`config.mk`:
```
export PLATFORM = sky130hd
export DESIGN_NAME = scale_ratio_gen
export DESIGN_NICKNAME = d
export VERILOG_FILES = /design/src/rtl/scale_ratio_gen.sv
export SDC_FILE = /design/constraint.sdc
export NUM_CORES = 1
export LEC_CHECK = 0
export CAP_MARGIN = 40
export CORE_MARGIN = 3
export CORE_UTILIZATION = 40
export DETAILED_ROUTE_END_ITERATION = 10
export PLACE_DENSITY = 0.71
export SETUP_SLACK_MARGIN = 0.2
export SLEW_MARGIN = 15
export SYNTH_ARGS = -nofsm -noshare
export SYNTH_HDL_FRONTEND = slang
export SYNTH_SLANG_ARGS = --single-unit
```
`constraint.sdc`:
```
create_clock -name clk -period 4.61 [get_ports clk]
set_input_delay 0.922 -clock clk [delete_from_list [all_inputs] [get_ports clk]]
set_output_delay 0.922 -clock clk [all_outputs]
set_load 0.02 [all_outputs]
```
`src/rtl/scale_ratio_gen.sv`:
```
// scale_ratio_gen: run-time generator of fixed-point scaling ratios
// floor(src * 2^FRAC_W / dst). It has a single-ratio mode and a sweep mode
// that fills an external ratio RAM for dst = src+1 .. src+count.
// The divider is a restoring divider that produces one quotient bit per cycle.
module scale_ratio_gen #(
  parameter int SIZE_W = 11,
  parameter int FRAC_W = 16,
  parameter int ADDR_W = 10
) (
  input  logic              clk,
  input  logic              rst_n,
  input  logic              start,
  input  logic              sweep,
  input  logic [SIZE_W-1:0] src_size,
  input  logic [SIZE_W-1:0] dst_size,
  input  logic [ADDR_W-1:0] count,
  output logic              busy,
  output logic              done,
  output logic              err,
  output logic [FRAC_W-1:0] ratio,
  output logic              wr_en,
  output logic [ADDR_W-1:0] wr_addr,
  output logic [FRAC_W-1:0] wr_data
);

  localparam int BC_W = $clog2(FRAC_W) + 1;
  localparam int REM_W = SIZE_W + 2;
  localparam int DST_W = SIZE_W + 1;

  typedef enum logic [1:0] {
    S_IDLE  = 2'd0,
    S_CALC  = 2'd1,
    S_WRITE = 2'd2,
    S_DONE  = 2'd3
  } state_t;

  state_t state, state_nx;

  // Latched request and divider working registers
  logic              mode_q;
  logic [SIZE_W-1:0] src_q;
  logic [DST_W-1:0]  dst_q;
  logic [ADDR_W-1:0] cnt_q;
  logic [ADDR_W-1:0] k_q;
  logic [REM_W-1:0]  rem_q;
  logic [FRAC_W-1:0] quo_q;
  logic [BC_W-1:0]   bitcnt;

  // One restoring step: shift, compare, conditionally subtract.
  // Remainder stays below dst, so the shifted value fits in REM_W bits.
  // Result is {quotient bit, new remainder}.
  function automatic logic [REM_W:0] div_step(input logic [REM_W-1:0] r,
                                              input logic [DST_W-1:0] d);
    logic [REM_W-1:0] sh;
    logic [REM_W-1:0] dx;
    sh = {r[REM_W-2:0], 1'b0};
    dx = {1'b0, d};
    if (sh >= dx) begin
      div_step = {1'b1, sh - dx};
    end else begin
      div_step = {1'b0, sh};
    end
  endfunction

  logic [REM_W:0]    step;
  logic [REM_W-1:0]  rem_nx;
  logic [FRAC_W-1:0] quo_nx;
  logic              last_bit;
  logic              last_entry;
  logic [DST_W-1:0]  dst_sweep_nx;
  logic              single_special;

  // Divider step and sequencing conditions
  always_comb begin
    step           = div_step(rem_q, dst_q);
    rem_nx         = step[REM_W-1:0];
    quo_nx         = {quo_q[FRAC_W-2:0], step[REM_W]};
    last_bit       = (bitcnt == BC_W'(FRAC_W - 1));
    last_entry     = (k_q == cnt_q);
    dst_sweep_nx   = {1'b0, src_q} + DST_W'(k_q) + DST_W'(1);
    single_special = (dst_size == '0) || (dst_size <= src_size);
  end

  // State register
  always_ff @(posedge clk) begin
    if (!rst_n) begin
      state <= S_IDLE;
    end else begin
      state <= state_nx;
    end
  end

  // Next-state logic
  always_comb begin
    state_nx = state;
    case (state)
      S_IDLE: begin
        if (start) begin
          if (sweep) begin
            state_nx = (count == '0) ? S_DONE : S_CALC;
          end else begin
            state_nx = single_special ? S_DONE : S_CALC;
          end
        end
      end
      S_CALC: begin
        if (last_bit) begin
          state_nx = mode_q ? S_WRITE : S_DONE;
        end
      end
      S_WRITE: begin
        state_nx = last_entry ? S_DONE : S_CALC;
      end
      S_DONE: begin
        state_nx = S_IDLE;
      end
      default: begin
        state_nx = S_IDLE;
      end
    endcase
  end

  // Status strobes decoded straight from the state, so reset clears them
  always_comb begin
    busy  = (state != S_IDLE);
    done  = (state == S_DONE);
    wr_en = (state == S_WRITE);
  end

  // Operand capture, divider iteration and result registers
  always_ff @(posedge clk) begin
    if (!rst_n) begin
      err     <= 1'b0;
      ratio   <= '0;
      wr_addr <= '0;
      wr_data <= '0;
    end else begin
      case (state)
        S_IDLE: begin
          if (start) begin
            mode_q <= sweep;
            src_q  <= src_size;
            cnt_q  <= count;
            k_q    <= ADDR_W'(1);
            rem_q  <= {2'b00, src_size};
            quo_q  <= '0;
            bitcnt <= '0;
            err    <= 1'b0;
            if (sweep) begin
              dst_q <= {1'b0, src_size} + DST_W'(1);
            end else begin
              dst_q <= {1'b0, dst_size};
              if (dst_size == '0) begin
                err   <= 1'b1;
                ratio <= '0;
              end else if (dst_size <= src_size) begin
                ratio <= '1;
              end
            end
          end
        end
        S_CALC: begin
          rem_q  <= rem_nx;
          quo_q  <= quo_nx;
          bitcnt <= bitcnt + BC_W'(1);
          if (last_bit) begin
            ratio <= quo_nx;
            if (mode_q) begin
              wr_addr <= k_q;
              wr_data <= quo_nx;
            end
          end
        end
        S_WRITE: begin
          if (!last_entry) begin
            k_q    <= k_q + ADDR_W'(1);
            dst_q  <= dst_sweep_nx;
            rem_q  <= {2'b00, src_q};
            quo_q  <= '0;
            bitcnt <= '0;
          end
        end
        default: begin
        end
      endcase
    end
  end

endmodule

```
Word level (Yosys, flattened, before mapping)
Index checks and enable logic that the tools add are counted.
{"block": "op_classes", "n_reduce_logical": 15, "magnitude_cmp": 2, "n_addsub": 6, "muxes": 33, "eq_ne": 10}
{"cell": "16-bit two-way mux", "count": 5}
{"cell": "12-bit two-way mux", "count": 5}
{"cell": "15-bit one-hot mux with 3 select lines", "count": 1}
{"cell": "12-bit one-hot mux with 3 select lines", "count": 1}
{"cell": "16-bit one-hot mux with 2 select lines", "count": 1}
{"cell": "15-bit two-way mux", "count": 2}
{"cell": "12-bit one-hot mux with 2 select lines", "count": 1}
{"cell": "10-bit two-way mux", "count": 2}
{"cell": "10-bit one-hot mux with 2 select lines", "count": 1}
{"cell": "5-bit one-hot mux with 3 select lines", "count": 1}
{"cell": "14-bit two-way mux", "count": 1}
{"cell": "13-bit by 12-bit greater-or-equal comparator with 1-bit output", "count": 1}
{"cell": "13-bit by 12-bit subtractor with 13-bit output", "count": 1}
{"cell": "11-bit by 1-bit adder with 12-bit output (second input constant)", "count": 1}
{"cell": "11-bit by 10-bit adder with 12-bit output", "count": 1}
{"cell": "12-bit by 1-bit adder with 12-bit output (second input constant)", "count": 1}
{"cell": "2-bit two-way mux", "count": 6}
{"cell": "11-bit <= comparator", "count": 1}
{"cell": "11-bit zero test", "count": 1}
{"cell": "10-bit by 1-bit adder with 10-bit output (second input constant)", "count": 1}
{"cell": "10-bit == test", "count": 1}
{"cell": "10-bit zero test", "count": 1}
{"cell": "5-bit two-way mux", "count": 2}
{"cell": "2-bit inequality test (second input constant)", "count": 4}
{"cell": "other kinds (15)", "count": 23}
{"block": "word_totals", "regBits": 121, "output_inout_bits": 46, "in_bits": 36}

Depth between registers and ports, before layout
Gate-level depths: netlist (run 1).
{"block": "depth", "ltp_word": 6, "ltp_mapped": 12}

Worst setup path before layout (run 1)
OpenSTA, ideal clock, no wires.
{"block": "synth_path", "path_type": "input -> register", "start": "input rst_n", "end": "register bitcnt[0] (enable)", "arrival_time_ns": 3.488, "setup_ns": 0.461, "path_buffers": 1, "path_stages": 3, "setup_slack_ns": 0.660, "path_cell_list": "clkbuf_1 -> nand2_1 -> nor3_1"}
{"block": "synth_between", "elab_chain_len": 1}
{"element": "start, declared", "line": "11", "text": "input logic rst_n,"}
{"element": "4-bit AND reduction (no source line)"}
{"element": "end signal, assigned", "line": "165", "text": "bitcnt <= bitcnt + BC_W'(1);"}
{"element": "end, declared", "line": "47", "text": "logic [BC_W-1:0] bitcnt;"}
No other way between the ends.
A chain may end at the register's enable or synchronous reset.

Worst setup path in the final report (run 1)
{"block": "layout_path", "start": "input src_size[9]", "end": "register ratio[0]"}
{"block": "layout_between", "elab_chain_len": 3}
{"element": "start, declared", "line": "14", "text": "input logic [SIZE_W-1:0] src_size,"}
{"element": "11-bit <= comparator", "line": "156", "text": "end else if (dst_size <= src_size) begin"}
{"element": "3-bit inequality test (no source line)"}
{"element": "5-bit AND reduction (no source line)"}
{"element": "end signal, assigned", "line": "167", "text": "ratio <= quo_nx;"}
{"element": "end, declared", "line": "20", "text": "output logic [FRAC_W-1:0] ratio,"}
No other way between the ends.

==> results.toml, run 1 <==
[finish]
multiInputGateArea_mm2 = 0.00327
syn_to_final_growth_pct = 24.3
nets = 842
diodes = 0
fill_cells = 1432
fin_cells = 991
drive_gt1_frac = 0.0697
register_area_mm2 = 0.00318

[logic_synthesis]
yosysUniqueCellTypes = 53
synthArstFlopShare = 0
netlist_instances = 683
ys_seq_area_frac = 0.475
synth_area_leaders = "edfxtp_1 34%, dfxtp_1 13%, ha_1 7.6%"
syn_area_mm2 = 0.00671
ys_warn_count = 0
ys.flop_type = "edfxtp_1"
synth_top_cell_area_share = 0.340
synth-edff-count = 76
synth_area_leader_cell = "edfxtp_1"
avgSynthCellArea_um2 = 9.82
ys_ff_latch = 121
synth_fp_nets = 762

[critical_path]
cpPeakStageDelay_ns = 0.57
r2r_start = "rem_q[1]"
cpMostUsedCell = "o21ai_0"
worstPathArrival_ns = 3.67
path_class = "primary input to flop"
rr_endpoint = "rem_q[5]"
worst_ep_required_time_ns = 4.92
worstPathCellList = "clkdlybuf4s50_1 -> inv_1 -> ha_1 -> and3_1 -> nand4_1 -> o21ai_0 -> a311oi_1 -> a211oi_4 -> buf_8 -> o21ai_0 -> o221a_2"
worst_r2r_path_depth = 9
cp_max_fo = 11
cp-start-kind = "primary input"
slowest_stage = "clkdlybuf4s50_1"
ff2ff_setup_slack_ns = 1.36
crit_path_end_kind = "flop"

[floorplanning]
fp.dieArea_mm2 = 0.0184
io_pins = 82
rows = 46
fp.dieW_um = 135
initial_utilization = 0.415
die_y_um = 135
design.core.area_mm2 = 0.0162

[worst_hold_path]
hold_depth = 2
worstHoldStart = "ratio[9]"
min_delay_worst_endpoint = "ratio[9]"
hp-class = "flop to flop"

[drt]
via_per_inst = 5.24
wirelength_mm = 17.4
drc = 0
wire_per_inst_um = 17.6
via_count = 5197
drt_iter0_markers = 317
first_pass_iters = 5
ant_nets = 0

[sta]
setup_viol = 0
hold_ws_ns = 0.454
period_needed_ns = 3.36
finalMaxSlewViolations = 0
final.setup.tns_ns = 0
fmax_mhz = 297
worst_pin_slew_ns = 0.845
clock_skew_ns = 0.0100
period_share = 0.730
slew_headroom = 0.437
hold_viol_final = 0
rsz0062_at_grt = "false"

[clocking]
root_buffer = "clkbuf_16"
cts_buffers = 17
postCtsHoldBufs = 0
cts_sinks = 121
cts.repair.resized = 0
clk_path_buf_depth = 2
htree_levels = 4
cts_tree = "built"
postCtsSetupBuffers = 0
clock_latency_ns = 0.42
cts.clk_slew.worst_paths_ns = 0.05

[placed_design]
gp_congestion = 0.920
dp.cells = 960
detailed_place_hpwl_mm = 12.8
io_buffers = 81

[power_and_ir_drop]
p_leak_nw = 3.06
vdd_ir_drop_max_mv = 0.232
powerDensity_mw_per_mm2 = 523

[flow_run]
drv_cap = 0

[status]
outcome = "complete, no violations"

[grt]
grt_usage = 0.195
grt-ovfl-total = 0
grt_pass1_vias = 5159
antenna_found_initial = 0
grt_pass1_wl_mm = 27.7
grt_max_degree = 48
[kinds of logic after synthesis]
logic type,count (synthesis),synth area share
fa+ha+maj,43,0.0825
buf+inv,68,0.0410
mux,27,0.0405
flops,121,0.475
simple gates,231,0.163
compound gates,153,0.146
xor+xnor,40,0.0522
[state kept, by name, summed over array words and instances (netlist names)]
register and cells:
bitcnt 5, cnt_q 10, dst_q 12, err 1
k_q 10, mode_q 1, quo_q 15, ratio 16
rem_q 12, src_q 11, state 2, wr_addr 10
wr_data 16
[power by group]
group          total (mW)  internal [mW]  switching (mW)
combinational        1.59          0.642           0.947
clock                1.23          0.769           0.465
sequential           1.53           1.41           0.123
total                4.36           2.82            1.54
[synthesized netlist by cell type (2+ instances only)]
library cell,n
nand2_1,97
edfxtp_1,76
o21ai_0,52
dfxtp_1,45
ha_1,41
inv_1,37
xnor2_1,35
nor2_1,32
a21boi_0,28
nand3_1,27
a21oi_1,26
mux2i_1,26
clkbuf_1,25
and2_1,24
nor3_1,10
nor2b_1,9
and3_1,7
nand4_1,7
o221ai_1,7
o21a_1,5
o31ai_1,5
xor2_1,5
a211oi_1,4
a21o_1,4
a31oi_1,4
or3_1,4
a31o_2,3
buf_4,3
nand2b_1,3
nor4_1,3
a2111oi_0,2
a311oi_1,2
fa_1,2
o211ai_1,2
o31a_1,2
or2_2,2
[per-layer routing]
metal / vias to the layer above / part of all wire / global-route usage
li1: 2592 / - / -
met1: 2438 / 0.45 / 0.258
met2: 143 / 0.47 / 0.315
met3: 24 / 0.051 / 0.0453
met4: 0 / 0.021 / 0.0694
met5: - / 0 / 0
[worst max path at each step]
stage,cells past startpoint,start,endpoint
after floorplan,3,rst_n,bitcnt[0]
after global placement,10,src_size[9],ratio[0]
after detailed placement,11,src_size[9],ratio[0]
after CTS,11,src_size[9],ratio[0]
after global routing,11,src_size[9],ratio[0]
final,11,src_size[9],ratio[0]
[metrics by stage]
| step | area, um^2 | power (mW) | worst slack (ns) | util |
|---|---|---|---|---|
| 5_1_grt | 8340 | 4.59 | 1.09 | 0.516 |
| 3_3_place_gp | 7730 | 3.10 | 0.622 | 0.478 |
| 2_1_floorplan | 6710 | 2.59 | 0.660 | - |
| 6_report | 8340 | 4.36 | 1.25 | 0.516 |
| 4_1_cts | 8340 | 4.37 | 1.29 | 0.516 |
| 3_5_place_dp | 7780 | 3.13 | 0.837 | 0.481 |
[cell type report]
class | count | share of cell area
Multi-Input combinational cell | 494 | 0.392
Sequential cell | 121 | 0.382
Timing Repair Buffer | 92 | 0.111
Clock buffer | 25 | 0.0618
Tap cell | 216 | 0.0324
Inverter | 37 | 0.0167
Clock inverter | 6 | 0.00450
[critical path, delay by kind of cell]
| kind | cells | cell delay [ns] |
|---|---|---|
| adder cells (fa/ha/maj) | 1 | 0.30 |
| AND/OR/NAND/NOR | 2 | 0.29 |
| AO/OA/AOI/OAI | 5 | 1.25 |
| buffers and inverters | 3 | 0.90 |
[layout by cell type (no fill, tap or decap), types with 6 or more instances in the layout]
cell type / n
nand4_1: 7
xnor2_1: 35
mux2i_1: 26
ha_1: 41
o21ai_0: 52
a21boi_0: 28
and3_1: 7
clkbuf_16: 17
inv_1: 37
buf_4: 8
edfxtp_1: 76
a21oi_1: 25
clkbuf_8: 6
nand3_1: 27
and2_1: 24
nor2_1: 32
nor2b_1: 9
o221ai_1: 7
nor3_1: 9
nand2_1: 97
dfxtp_1: 45
clkdlybuf4s50_1: 80
Power figures use the tool's default switching activity.
==> inputs of run 2 (changes only) <==
==> constraint.sdc (replaced) <==
create_clock -name clk -period 3.1 [get_ports clk]
set_input_delay 0.62 -clock clk [delete_from_list [all_inputs] [get_ports clk]]
set_output_delay 0.62 -clock clk [all_outputs]
set_load 0.02 [all_outputs]
==> results.toml, run 2 (same netlist as run 1, synthesis figures left out) <==
[status]
outcome = "complete, no violations"

[sta]
rsz0062_at_grt = "false"
period_share = 0.902
fmax_mhz = 358
setup_viol = 0
finalMaxSlewViolations = 0
slew_headroom = 0.665
worst_pin_slew_ns = 0.502
period_needed_ns = 2.80
hold_viol_final = 0
clock_skew_ns = 0.00716

[clocking]
cts.clk_slew.worst_paths_ns = 0.05
clk_path_buf_depth = 2
cts_buffers = 17
cts_sinks = 121
cts_tree = "built"
root_buffer = "clkbuf_16"
postCtsHoldBufs = 0
clock_latency_ns = 0.42
htree_levels = 4

[critical_path]
worst_r2r_path_depth = 11
ff2ff_setup_slack_ns = 0.35
path_delay_family = "buffers and inverters"
cp-endpoint = "ratio[3]"
slowest_stage = "clkdlybuf4s50_1"
crit_path_end_kind = "flop"
path_depth = 11
cpPeakStageDelay_ns = 0.53
rr_endpoint = "dst_q[10]"
worstPathArrival_ns = 3.14
worst_ep_required_time_ns = 3.44
crit_buf_inv = 4
r2r_start = "src_q[0]"
worstPathCellList = "clkdlybuf4s50_1 -> inv_1 -> ha_1 -> and3_1 -> nand4_1 -> o21bai_1 -> a311oi_2 -> a211oi_4 -> buf_4 -> buf_12 -> mux2i_1"
worstSetupStartpoint = "src_size[9]"
cp-start-kind = "primary input"
cp_max_fo = 8
path_class = "primary input to flop"

[worst_hold_path]
hp-class = "flop to flop"
hold_depth = 2

[grt]
grt_pass1_wl_mm = 27.1
grt_max_degree = 59
antenna_found_initial = 0
grt_usage = 0.190
grt_pass1_vias = 5183
grt-ovfl-total = 0

[finish]
diodes = 0
mostFrequentLayoutCells = "97 x nand2_1, 80 x clkdlybuf4s50_1, 76 x edfxtp_1"
nets = 874
final_common_cell = "nand2_1"
syn_to_final_growth_pct = 28.7
reg.largest.list = "ratio (16), wr_data (16), quo_q (15)"
design_area_mm2 = 0.00863
drive_gt1_frac = 0.109

[drt]
first_pass_iters = 5
drt_iter0_markers = 465
drc = 0
wirelength_mm = 16.8
ant_nets = 0
via_count = 5317
wire_per_inst_um = 16.4
via_per_inst = 5.19

[floorplanning]
fp.dieW_um = 135
io_pins = 82
design.core.area_mm2 = 0.0162
rows = 46
die_y_um = 135
initial_utilization = 0.415
fp.dieArea_mm2 = 0.0184

[placed_design]
io_buffers = 81
detailed_place_hpwl_mm = 12.3
placed_area_mm2 = 0.00800
gp_congestion = 0.986

[power_and_ir_drop]
vdd_ir_drop_max_mv = 0.464
p_leak_nw = 3.22
totalPowerFinal_mw = 6.66
powerDensity_mw_per_mm2 = 771

[flow_run]
drv_cap = 0
## run 2: changes by cell type in the layout (fill, tap and decap cells not counted), sizes merged
cell,before,now
inv,40,41
bufinv,0,1
clkbuf,25,23
buf,12,44
clkinvlp,0,1
## run 2: layout make-up
type	instances	area, um^2
Clock buffer	23	500
Clock inverter	9	82.6
Fill cell	1412	7540
Inverter	37	139
Multi-Input combinational cell	494	3290
Sequential cell	121	3180
Tap cell	216	270
Timing Repair Buffer	124	1170
## run 2: power breakdown
group | internal, mW | total [mW] | switching [mW] | leakage (nW)
sequential | 2.10 | 2.26 | 0.163 | 1.09
combinational | 1.09 | 2.48 | 1.39 | 1.85
clock | 1.22 | 1.92 | 0.700 | 0.287
## run 2: worst min path at each step
stage                     from          to  slack [ns]
CTS                  ratio[13]   ratio[13]        0.46
global placement     ratio[13]   ratio[13]        0.45
detailed placement   ratio[13]   ratio[13]        0.45
finish               ratio[13]   ratio[13]        0.46
global route        wr_data[3]  wr_data[3]        0.48
floorplan             state[1]    state[1]        0.48
## run 2: repair_timing
| action | in CTS | in global routing |
|---|---|---|
| gates resized for setup | 0 | 4 |
| setup buffers | 0 | 4 |
| setup endpoints to repair | 0 | 16 |
## run 2: through the flow
stage | hold WS, ns | setup TNS [ns] | utilization | setup WS [ns] | std cells
detailed placement | 0.451 | -1.62 | 0.495 | -0.191 | 988
global placement | 0.448 | -1.41 | 0.495 | -0.107 | 988
finish | 0.459 | 0 | 0.534 | 0.304 | 1024
global route | 0.481 | 0 | 0.534 | 0.208 | 1024
floorplan | 0.478 | 0 | - | 0.213 | 683
CTS | 0.458 | 0 | 0.531 | 0.229 | 1020
## run 2: worst reg2reg max path: stages, from the launching register on
cell and delay, ns:
edfxtp_1 0.38, inv_1 0.12, ha_1 0.19, inv_1 0.06, fa_2 0.35, a21oi_2 0.13
nor2b_1 0.06, o31a_1 0.27, or4b_1 0.50, a31oi_2 0.19, xnor2_1 0.09, a21o_1 0.17
## run 2: per-layer routing
layer  GRT usage  wire length (um)  up-vias
met1       0.252              7440     2461
met5           0                 0        -
met3      0.0475              1100       24
met4      0.0633               326        0
met2       0.304              7970      171
li1            -                 -     2661
